==> config.mk <==
export PLATFORM = sky130hd
export DESIGN_NAME = opcode_fetch
export DESIGN_NICKNAME = d
export VERILOG_FILES = /design/src/rtl/aiva_pkg.sv /design/src/rtl/opcode_fetch.sv
export SDC_FILE = /design/constraint.sdc
export NUM_CORES = 1
export LEC_CHECK = 0
export CORE_MARGIN = 5
export CORE_UTILIZATION = 30
export CTS_CLUSTER_SIZE = 25
export DETAILED_ROUTE_END_ITERATION = 8
export GPL_TIMING_DRIVEN = 0
export MAX_ROUTING_LAYER = met4
export PLACE_DENSITY = 0.53
export SLEW_MARGIN = 20
export SYNTH_ARGS = -nofsm -noshare
export SYNTH_HDL_FRONTEND = slang
export SYNTH_SLANG_ARGS = --single-unit
==> constraint.sdc <==
create_clock -name clk -period 2.4 [get_ports clk]
set_input_delay 0.6 -clock clk [delete_from_list [all_inputs] [get_ports clk]]
set_output_delay 0.6 -clock clk [all_outputs]
set_load 0.05 [all_outputs]
==> src/rtl/aiva_pkg.sv <==
// Shared Aiva definitions: mnemonic constants, whitespace bytes and the
// opcode_fetch state encoding. The accumulator imports the same constants.
package aiva_pkg;

    // Three-character ASCII mnemonics, first character in the top byte.
    localparam logic [23:0] MN_LDA = 24'h4C4441;
    localparam logic [23:0] MN_INC = 24'h494E43;
    localparam logic [23:0] MN_DEC = 24'h444543;

    // Bytes skipped while waiting for the first mnemonic character.
    localparam logic [7:0] WS_SPACE = 8'h20;
    localparam logic [7:0] WS_LF    = 8'h0A;
    localparam logic [7:0] WS_CR    = 8'h0D;

    // opcode_fetch state encoding.
    localparam logic [2:0] ST_C0    = 3'd0;
    localparam logic [2:0] ST_C1    = 3'd1;
    localparam logic [2:0] ST_C2    = 3'd2;
    localparam logic [2:0] ST_OPND  = 3'd3;
    localparam logic [2:0] ST_ISSUE = 3'd4;
    localparam logic [2:0] ST_ERROR = 3'd5;

    function automatic logic is_ws(input logic [7:0] b);
        return (b == WS_SPACE) || (b == WS_LF) || (b == WS_CR);
    endfunction

endpackage

==> src/rtl/opcode_fetch.sv <==
// Assembles three ASCII characters into a 24-bit opcode (plus one operand
// byte for LDA) and issues a single-cycle command to the accumulator.
module opcode_fetch
    import aiva_pkg::*;
#(
    parameter logic [23:0] LDA = MN_LDA,
    parameter logic [23:0] INC = MN_INC,
    parameter logic [23:0] DEC = MN_DEC
) (
    input  logic        clk,
    input  logic        fetch_rst_n,
    input  logic [7:0]  in_byte,
    input  logic        in_valid,
    output logic        in_ready,
    output logic [23:0] opcode,
    output logic [7:0]  acc_data_in,
    output logic        op_rdy,
    output logic        acc_en,
    output logic        err
);

    logic [2:0]  state_q, state_d;
    logic [23:0] shadow_q, shadow_d;
    logic [7:0]  operand_q, operand_d;
    logic [23:0] opcode_q, opcode_d;
    logic [7:0]  data_q, data_d;
    logic        ready_q, ready_d;
    logic        op_rdy_q, op_rdy_d;
    logic        err_q, err_d;
    logic        accept;
    logic [23:0] word;

    assign accept = in_valid && ready_q;
    // Candidate mnemonic if the current byte is the third character.
    assign word   = {shadow_q[23:8], in_byte};

    // Next-state, character collection and mnemonic match.
    always_comb begin
        state_d   = state_q;
        shadow_d  = shadow_q;
        operand_d = operand_q;
        unique case (state_q)
            ST_C0: begin
                if (accept && !is_ws(in_byte)) begin
                    shadow_d[23:16] = in_byte;
                    state_d         = ST_C1;
                end
            end
            ST_C1: begin
                if (accept) begin
                    shadow_d[15:8] = in_byte;
                    state_d        = ST_C2;
                end
            end
            ST_C2: begin
                if (accept) begin
                    shadow_d[7:0] = in_byte;
                    if (word == LDA) begin
                        state_d = ST_OPND;
                    end else if (word == INC || word == DEC) begin
                        operand_d = 8'h00;
                        state_d   = ST_ISSUE;
                    end else begin
                        state_d = ST_ERROR;
                    end
                end
            end
            ST_OPND: begin
                if (accept) begin
                    operand_d = in_byte;
                    state_d   = ST_ISSUE;
                end
            end
            ST_ISSUE: state_d = ST_C0;
            ST_ERROR: begin
                // Drop the unrecognised mnemonic.
                shadow_d = 24'h0;
                state_d  = ST_C0;
            end
            default: state_d = ST_C0;
        endcase
    end

    // Output registers decoded from the next state so strobes and ready
    // line up with the state they describe.
    always_comb begin
        opcode_d = opcode_q;
        data_d   = data_q;
        if (state_d == ST_ISSUE && state_q != ST_ISSUE) begin
            opcode_d = shadow_d;
            data_d   = operand_d;
        end
        ready_d  = (state_d != ST_ISSUE) && (state_d != ST_ERROR);
        op_rdy_d = (state_d == ST_ISSUE);
        err_d    = (state_d == ST_ERROR);
    end

    // State and registered outputs.
    always_ff @(posedge clk or negedge fetch_rst_n) begin
        if (!fetch_rst_n) begin
            state_q   <= ST_C0;
            shadow_q  <= 24'h0;
            operand_q <= 8'h0;
            opcode_q  <= 24'h0;
            data_q    <= 8'h0;
            ready_q   <= 1'b1;
            op_rdy_q  <= 1'b0;
            err_q     <= 1'b0;
        end else begin
            state_q   <= state_d;
            shadow_q  <= shadow_d;
            operand_q <= operand_d;
            opcode_q  <= opcode_d;
            data_q    <= data_d;
            ready_q   <= ready_d;
            op_rdy_q  <= op_rdy_d;
            err_q     <= err_d;
        end
    end

    assign in_ready    = ready_q;
    assign opcode      = opcode_q;
    assign acc_data_in = data_q;
    assign op_rdy      = op_rdy_q;
    assign acc_en      = op_rdy_q;
    assign err         = err_q;

endmodule

After elaboration in Yosys (flattened, before gate mapping)
Index checks and enable logic that the tools add are counted.

word-level totals
  flip-flop bits (word level) = 70

operators by class
  eq/ne operators = 15
  multiplexer cells = 18
  reductions and logical operators = 9

operators with widths
  operator                                                                  count
  24-bit by 23-bit equality test with 1-bit output (second input constant)  3
  8-bit case mux with 2 select lines                                        4
  8-bit two-way mux                                                         7
  8-bit by 4-bit equality test with 1-bit output (second input constant)    2
  3-bit two-way mux                                                         5
  3-bit case mux with 4 select lines                                        1
  3-bit equality test (second input constant)                               3
  3-bit inequality test (second input constant)                             3
  8-bit by 6-bit equality test with 1-bit output (second input constant)    1
  3-bit by 2-bit equality test with 1-bit output (second input constant)    2
  1-bit logical AND                                                         4
  3-bit by 1-bit equality test with 1-bit output (second input constant)    1
  3-bit zero test                                                           1
  1-bit logical OR                                                          3
  1-bit zero test                                                           1
  1-bit two-way mux                                                         1

Logic depth before layout (Yosys ltp)
Gate-level depths: netlist of run 1.

  depth after elaboration = 9
  gate-level depth with buffers = 7

Least setup slack after synthesis of run 1
Ideal clock, no wire load.

  path kind = register -> register
  start point = reg ready_q (netlist: in_ready)
  end point = reg opcode_q[0] (netlist: opcode[0])
  library setup time = 0.127 ns
  arrival time = 2.020 ns
  data required time = 2.273 ns
  setup slack = 0.252 ns
  stages on the path, launching flop included = 8
  path through = dfstp_2 -> nand2_1 -> or4b_1 -> buf_2 -> buf_2 -> nand3_1 -> o21ai_1 -> mux2_1

RTL lines
  what                                line                 RTL
  start, declared                     opcode_fetch.sv:27   logic ready_q, ready_d;
  start signal, assigned              opcode_fetch.sv:115  ready_q <= ready_d;
  1-bit logical AND                   opcode_fetch.sv:33   assign accept = in_valid && ready_q;
  8-bit two-way mux                   opcode_fetch.sv:56   if (accept) begin
  8-bit case mux with 2 select lines  opcode_fetch.sv:42   unique case (state_q)
  named net shadow_d[0]               opcode_fetch.sv:23   logic [23:0] shadow_q, shadow_d;
  end signal, assigned                opcode_fetch.sv:113  opcode_q <= opcode_d;
  end, declared                       opcode_fetch.sv:25   logic [23:0] opcode_q, opcode_d;

The timed path passes the listed nets, and every way through them passes these cells.
A chain may end at the register's enable or synchronous reset.

Worst setup path in the final report of run 1
  start point = in in_byte[4]
  end point = reg opcode_q[14] (netlist: opcode[14])

on the way
  longest elaborated chain between the ends = 9

RTL lines
  what                                                                                      line                RTL
  start, declared                                                                           opcode_fetch.sv:12  input logic [7:0] in_byte,
  branches (longest 6 deep; another with 24-bit by 23-bit equality test with 1-bit output)  -
  3-bit case mux with 4 select lines *                                                      opcode_fetch.sv:42
  3-bit equality test *                                                                     opcode_fetch.sv:89  if (state_d == ST_ISSUE && state_q != ST_ISSUE) begin
  1-bit logical AND *                                                                       opcode_fetch.sv:89

Every way passes the cells marked *.

==> impl_metrics.tcl, run 1 <==
set metrics [dict create \
    placed_cells 378 \
    synth_cell_types 43 \
    period_share 0.976 \
    preCtsSetupSlack_ns -0.564 \
    slew_violations 0 \
    initial_core_util 0.311 \
    met2_wirelength_um 2960 \
    fp.dieH_um 105 \
    final_cells 395 \
    rsz0062_at_grt "false" \
    num_rows 34 \
    routedWlPerCell_um 15.9 \
    final.setup.tns_ns 0 \
    synth_top_cell_area_share 0.561 \
    r2r_setup_slack_ns 0.27 \
    crit_path_end_kind "flip-flop" \
    core_mm2 0.00876 \
    leakage_nw 1.59 \
    cts.sinks 62 \
    slew_headroom 0.595 \
    die_width_um 105 \
    rr_startpoint "shadow_q[11]" \
    tightest_slew_ns 0.605 \
    top_layer "met4" \
    insertion_delay_ns 0.33 \
    synth_most_common_cell "dfrtp_1" \
    syn-num-nets 234 \
    syn_area_per_cell_um2 12.2 \
    io_pins 47 \
    cts-root-buf "clkbuf_8" \
    cp-startpoint "in_byte[4]" \
    syn2layout_area_growth_pct 31.5 \
    cp-start-kind "input pin" \
    clk_pin_slew_worst_paths_ns 0.07 \
    setup_viol 0 \
    synth_seq_area_share 0.571 \
    grt_pass1_wl_um 10400 \
    drt-initial-drc-count 91 \
    ant_nets 0 \
    cts_max_level 3 \
    max-vdd-ir-drop_mv 0.623 \
    ff2ff_path_depth 7 \
    wl_um 6290 \
    port_buffers 46 \
    path_class "in -> reg" \
    clockBufferDepth 2 \
    gp_congestion 0.836 \
    fin_crit_ns 2.34 \
    synth_edf_count 0 \
    synthesis.area_mm2 0.00272 \
    r2r-end "opcode[14]" \
    holdCritPathClass "in -> async" \
    layout-drive-gt1-share 0.174 \
    synth_common_cells "dfrtp_1 (61), nand2_1 (18), o21ai_0 (16)" \
    fin_skew_ns 0.00539 \
    ys.warnings.count 0 \
    cp-endpoint "opcode[14]" \
    antenna_found_initial 0 \
    async_reset_ff_frac 1.00 \
    path_max_fanout 10 \
    total_power_w 0.00522 \
    whs_ns 0.0875 \
    antennaDiodeCount 0 \
    postLayoutSetupSlackWorst_ns 0.0580 \
    route.met3.wl_um 264 \
    dieArea_mm2 0.0111 \
    ys_ff_latch 62 \
    arrival_ns 2.56 \
    cts_tree "yes" \
    final_nets 294 \
    power.density_mw_per_mm2 1460 \
    synth_cells 223 \
    fmax_mhz 427 \
    cp.required_ns 2.62 \
    vias_per_cell 4.83 \
    fill_cells 860 \
    max_cap_viol_count 0 \
    synth_top_area_cell "dfrtp_1" \
    grt_pass1_vias 1947 \
    hold_viol_final 0 \
    via_count 1908 \
    track_usage 0.121 \
    dp_hpwl_um 4510 \
    outcome "finished, final reports clean" \
    grt_overflow 0 \
    cts_buffers 9 \
    first_pass_iters 4 \
    grt_max_degree 54 \
    wl_met1_um 2940 \
    drc 0 \
    ys.flop_type "dfrtp_1" \
    synth.area.top_cells "dfrtp_1 (56%), mux2_4 (4.4%), mux2_1 (4.1%), mux2i_1 (2.9%), o21ai_0 (2.9%)" \
]
## report_power, final
group	internal [W]	leakage, nW	switching, W	total (W)
Sequential	0.00153	0.755	0.000288	0.00182
Combinational	0.000950	0.739	0.00155	0.00250
Clock	0.000499	0.0952	0.000396	0.000895
## logic make-up (layout without fill, tap and decap cells)
| kind of cell | after synthesis | after routing | share of synthesized area |
|---|---|---|---|
| flops | 62 | 62 | 0.571 |
| simple gates | 62 | 62 | 0.132 |
| compound gates | 39 | 39 | 0.0970 |
| mux | 32 | 32 | 0.140 |
| buf+inv | 28 | 92 | 0.0607 |
## worst min-delay path by stage
stage                      from        endpoint
floorplan           fetch_rst_n  acc_data_in[0]
global placement     opcode[11]      opcode[11]
detailed placement  fetch_rst_n          acc_en
CTS                 fetch_rst_n          acc_en
global route        fetch_rst_n          acc_en
finish              fetch_rst_n          acc_en
## state kept, by name, indices dropped and copies added, names as in the netlist
signal and count:
err 1, shadow_q 24, state_q 3, in_ready 1
opcode 24, acc_data_in 8, acc_en 1
## critical path, stage by stage
cell and delay [ns]:
clkdlybuf4s50_1 0.50, nor3_2 0.22, nand4_1 0.21, a2111oi_4 0.33, o21ai_2 0.12, clkinv_4 0.12, buf_12 0.15, mux2_1 0.32
## placed cells by master, fill, tap and decap left out, types with 2 or more instances in the layout
cell type        count
mux2i_1              8
a22o_1               5
mux2_1              10
buf_4                4
dlygate4sd2_1        2
clkinv_2             2
dlymetal6s2s_1       3
nand3_1             12
clkbuf_8            10
nand4_1              2
nor2b_1              3
nor4b_2              2
nor4bb_1             2
clkdlybuf4s50_1     40
nand2b_1             2
nor2_1               6
nor3b_1              2
buf_12               2
mux2_4               8
mux2_2               6
inv_1               14
o21ai_1              4
buf_2                3
o21ai_0             16
nand3b_1             2
a22oi_1              8
nand2_1             17
nor3_2               2
buf_6                2
clkbuf_1             5
dfrtp_1             61
## metal layers
layer,GRT usage,vias up
met5,-,-
met4,0.0484,0
met3,0.0348,11
met2,0.180,39
met1,0.156,947
li1,-,911
## cell type report
cell class                      instances  area (um^2)  share of cell area
Inverter                               15         61.3              0.0171
Clock inverter                          4         47.5              0.0133
Tap cell                              108          135              0.0378
Timing Repair Buffer                   49          505               0.141
Multi-Input combinational cell        133         1030               0.288
Clock buffer                           11          141              0.0395
Sequential cell                        62         1550               0.434
Buffer                                 13          104              0.0290
## stage by stage
step	utilization	cell area, um^2
4_1_cts	0.405	3550
3_3_place_gp	0.378	3320
5_1_grt	0.408	3580
3_5_place_dp	0.381	3340
6_report	0.408	3580
2_1_floorplan	-	2720
## what timing repair did
| item | CTS | global route |
|---|---|---|
| setup endpoints to repair | 24 | 23 |
| buffers inserted | 1 | 1 |
| hold endpoints to repair | 0 | 0 |
| hold buffers | 0 | 0 |
| resized for setup | 4 | 6 |
| pin swaps | 2 | 2 |
No activity file was read; power rests on OpenSTA's default activity.
==> inputs of run 2 (changes only) <==
==> constraint.sdc (replaced) <==
create_clock -name clk -period 2.7 [get_ports clk]
set_input_delay 0.675 -clock clk [delete_from_list [all_inputs] [get_ports clk]]
set_output_delay 0.675 -clock clk [all_outputs]
set_load 0.05 [all_outputs]
==> run 2 against run 1 <==
Net effect:
- worst hold slack improved by 0.073 ns
- utilization shrank 0.46 points
- design area decreased by 1.1%
- critical path type unchanged
- largest power group unchanged
- highest routed layer unchanged
==> impl_metrics.tcl, run 2 (synthesized netlist as in run 1, its figures left out) <==
set metrics [dict create \
    r2r_setup_slack_ns 0.58 \
    rsz0062_at_grt "false" \
    cp.required_ns 2.92 \
    slew_violations 0 \
    r2r-end "opcode[14]" \
    hold_buffers 0 \
    cp_num_buf_inv 3 \
    cts_max_level 3 \
    hold_viol_final 0 \
    path_cells "clkdlybuf4s50_1 > nor4bb_1 > nand2_1 > a2111oi_2 > o21ai_2 > clkinv_4 > buf_12 > mux2_1" \
    ff2ff_path_depth 7 \
    dieArea_mm2 0.0111 \
    via_count 1895 \
    track_usage 0.121 \
    core_mm2 0.00876 \
    regArea_mm2 0.00155 \
    rr_startpoint "shadow_q[11]" \
    fmax_mhz 393 \
    cp-endpoint "opcode[14]" \
    tightest_slew_ns 0.610 \
    port_buffers 46 \
    ant_nets 0 \
    wl_um 6230 \
    die_width_um 105 \
    fp.dieH_um 105 \
    num_rows 34 \
    cp-start-kind "input pin" \
    final_common_cell "dfrtp_1" \
    cts-root-buf "clkbuf_8" \
    max-vdd-ir-drop_mv 0.554 \
    multi_input_area_mm2 0.00101 \
    total_power_w 0.00463 \
    initial_core_util 0.311 \
    vias_per_cell 4.82 \
    route.met3.wl_um 237 \
    max_cap_viol_count 0 \
    slew_headroom 0.592 \
    fin_crit_ns 2.54 \
    critPathSlowestCell "clkdlybuf4s50_1" \
    fin_skew_ns 0.00506 \
    antenna_found_initial 0 \
    cp-startpoint "in_byte[6]" \
    grt_pass1_vias 1934 \
    drt-initial-drc-count 90 \
    outcome "finished, final reports clean" \
    top_layer "met4" \
    leakage_nw 1.55 \
    drc 0 \
    cpPeakStageDelay_ns 0.57 \
    period_share 0.942 \
    fill_cells 859 \
    syn2layout_area_growth_pct 30.0 \
    arrival_ns 2.76 \
    insertion_delay_ns 0.34 \
    worst-path-stages 8 \
    antennaDiodeCount 0 \
    power.density_mw_per_mm2 1310 \
    path_max_fanout 10 \
    io_pins 47 \
    clk_pin_slew_worst_paths_ns 0.07 \
    met2_wirelength_um 2940 \
    crit_path_end_kind "flip-flop" \
    dp_hpwl_um 4510 \
    cts_buffers 9 \
    wl_met1_um 2980 \
    setup_viol 0 \
    cts.sinks 62 \
    final_core_util 0.404 \
    grt_pass1_wl_um 10300 \
    layout-drive-gt1-share 0.161 \
    cts_setup_buffers 0 \
    final_cell_mix "dfrtp_1 (61), clkdlybuf4s50_1 (44), nand2_1 (18)" \
    cp_top_family "buffers and inverters" \
    first_pass_iters 4 \
    grt_overflow 0 \
    cts_tree "yes" \
    grt_max_degree 54 \
    gp_congestion 0.836 \
    path_class "in -> reg" \
    routedWlPerCell_um 15.8 \
    cts.repair.resized 0 \
    final_nets 292 \
    holdCritPathClass "in -> async" \
    clockBufferDepth 2 \
]
==> run 2: cell count changes in the layout (fill, tap and decap cells not counted), moves of 2 or more <==
cell / previous run / this run
clkdlybuf4s50_1: 40 / 44
buf_4: 4 / 2
dlygate4sd2_1: 2 / 0
dlymetal6s2s_1: 3 / 1
==> run 2: area by class of cell <==
cell class	instances	share of cell area
Timing Repair Buffer	47	0.138
Inverter	15	0.0173
Clock buffer	11	0.0400
Sequential cell	62	0.439
Buffer	13	0.0293
Clock inverter	4	0.0134
Multi-Input combinational cell	133	0.285
Tap cell	108	0.0382
==> run 2: power breakdown <==
| group | switching [W] | internal [W] |
|---|---|---|
| Sequential | 0.000256 | 0.00136 |
| Combinational | 0.00138 | 0.000844 |
| Clock | 0.000354 | 0.000443 |
| Total | 0.00199 | 0.00265 |
==> run 2: worst register-to-register path: cells and delay by family, from the launching register on <==
family          cells  cell delay (ns)
buf+inv             2             0.27
compound gates      2             0.48
flops               1             0.42
mux                 1             0.32
simple gates        2             0.51
==> run 2: worst min-delay path by stage <==
stage,to,slack (ns),start
4_1_cts,acc_en,0.15,fetch_rst_n
3_3_place_gp,opcode[11],0.47,opcode[11]
5_1_grt,acc_en,0.15,fetch_rst_n
6_report,acc_en,0.16,fetch_rst_n
3_5_place_dp,opcode[10],0.47,opcode[10]
2_1_floorplan,acc_data_in[0],0.38,fetch_rst_n
==> run 2: stage by stage <==
step	area, um^2	worst slack (ns)	instances	hold WS (ns)	TNS (ns)
after global placement	3320	-1.10	377	0.469	-76.38
after CTS	3530	0.0294	393	0.146	0
after global routing	3540	0.00745	393	0.149	0
after floorplan	2720	0.530	223	0.379	0
final	3540	0.156	393	0.161	0
after detailed placement	3340	-0.339	378	0.474	-8.28
==> run 2: metal layers <==
layer,vias to the layer above,global-route usage
li1,909,-
met1,940,0.156
met2,39,0.176
met3,7,0.0355
met4,0,0.0502
met5,-,-
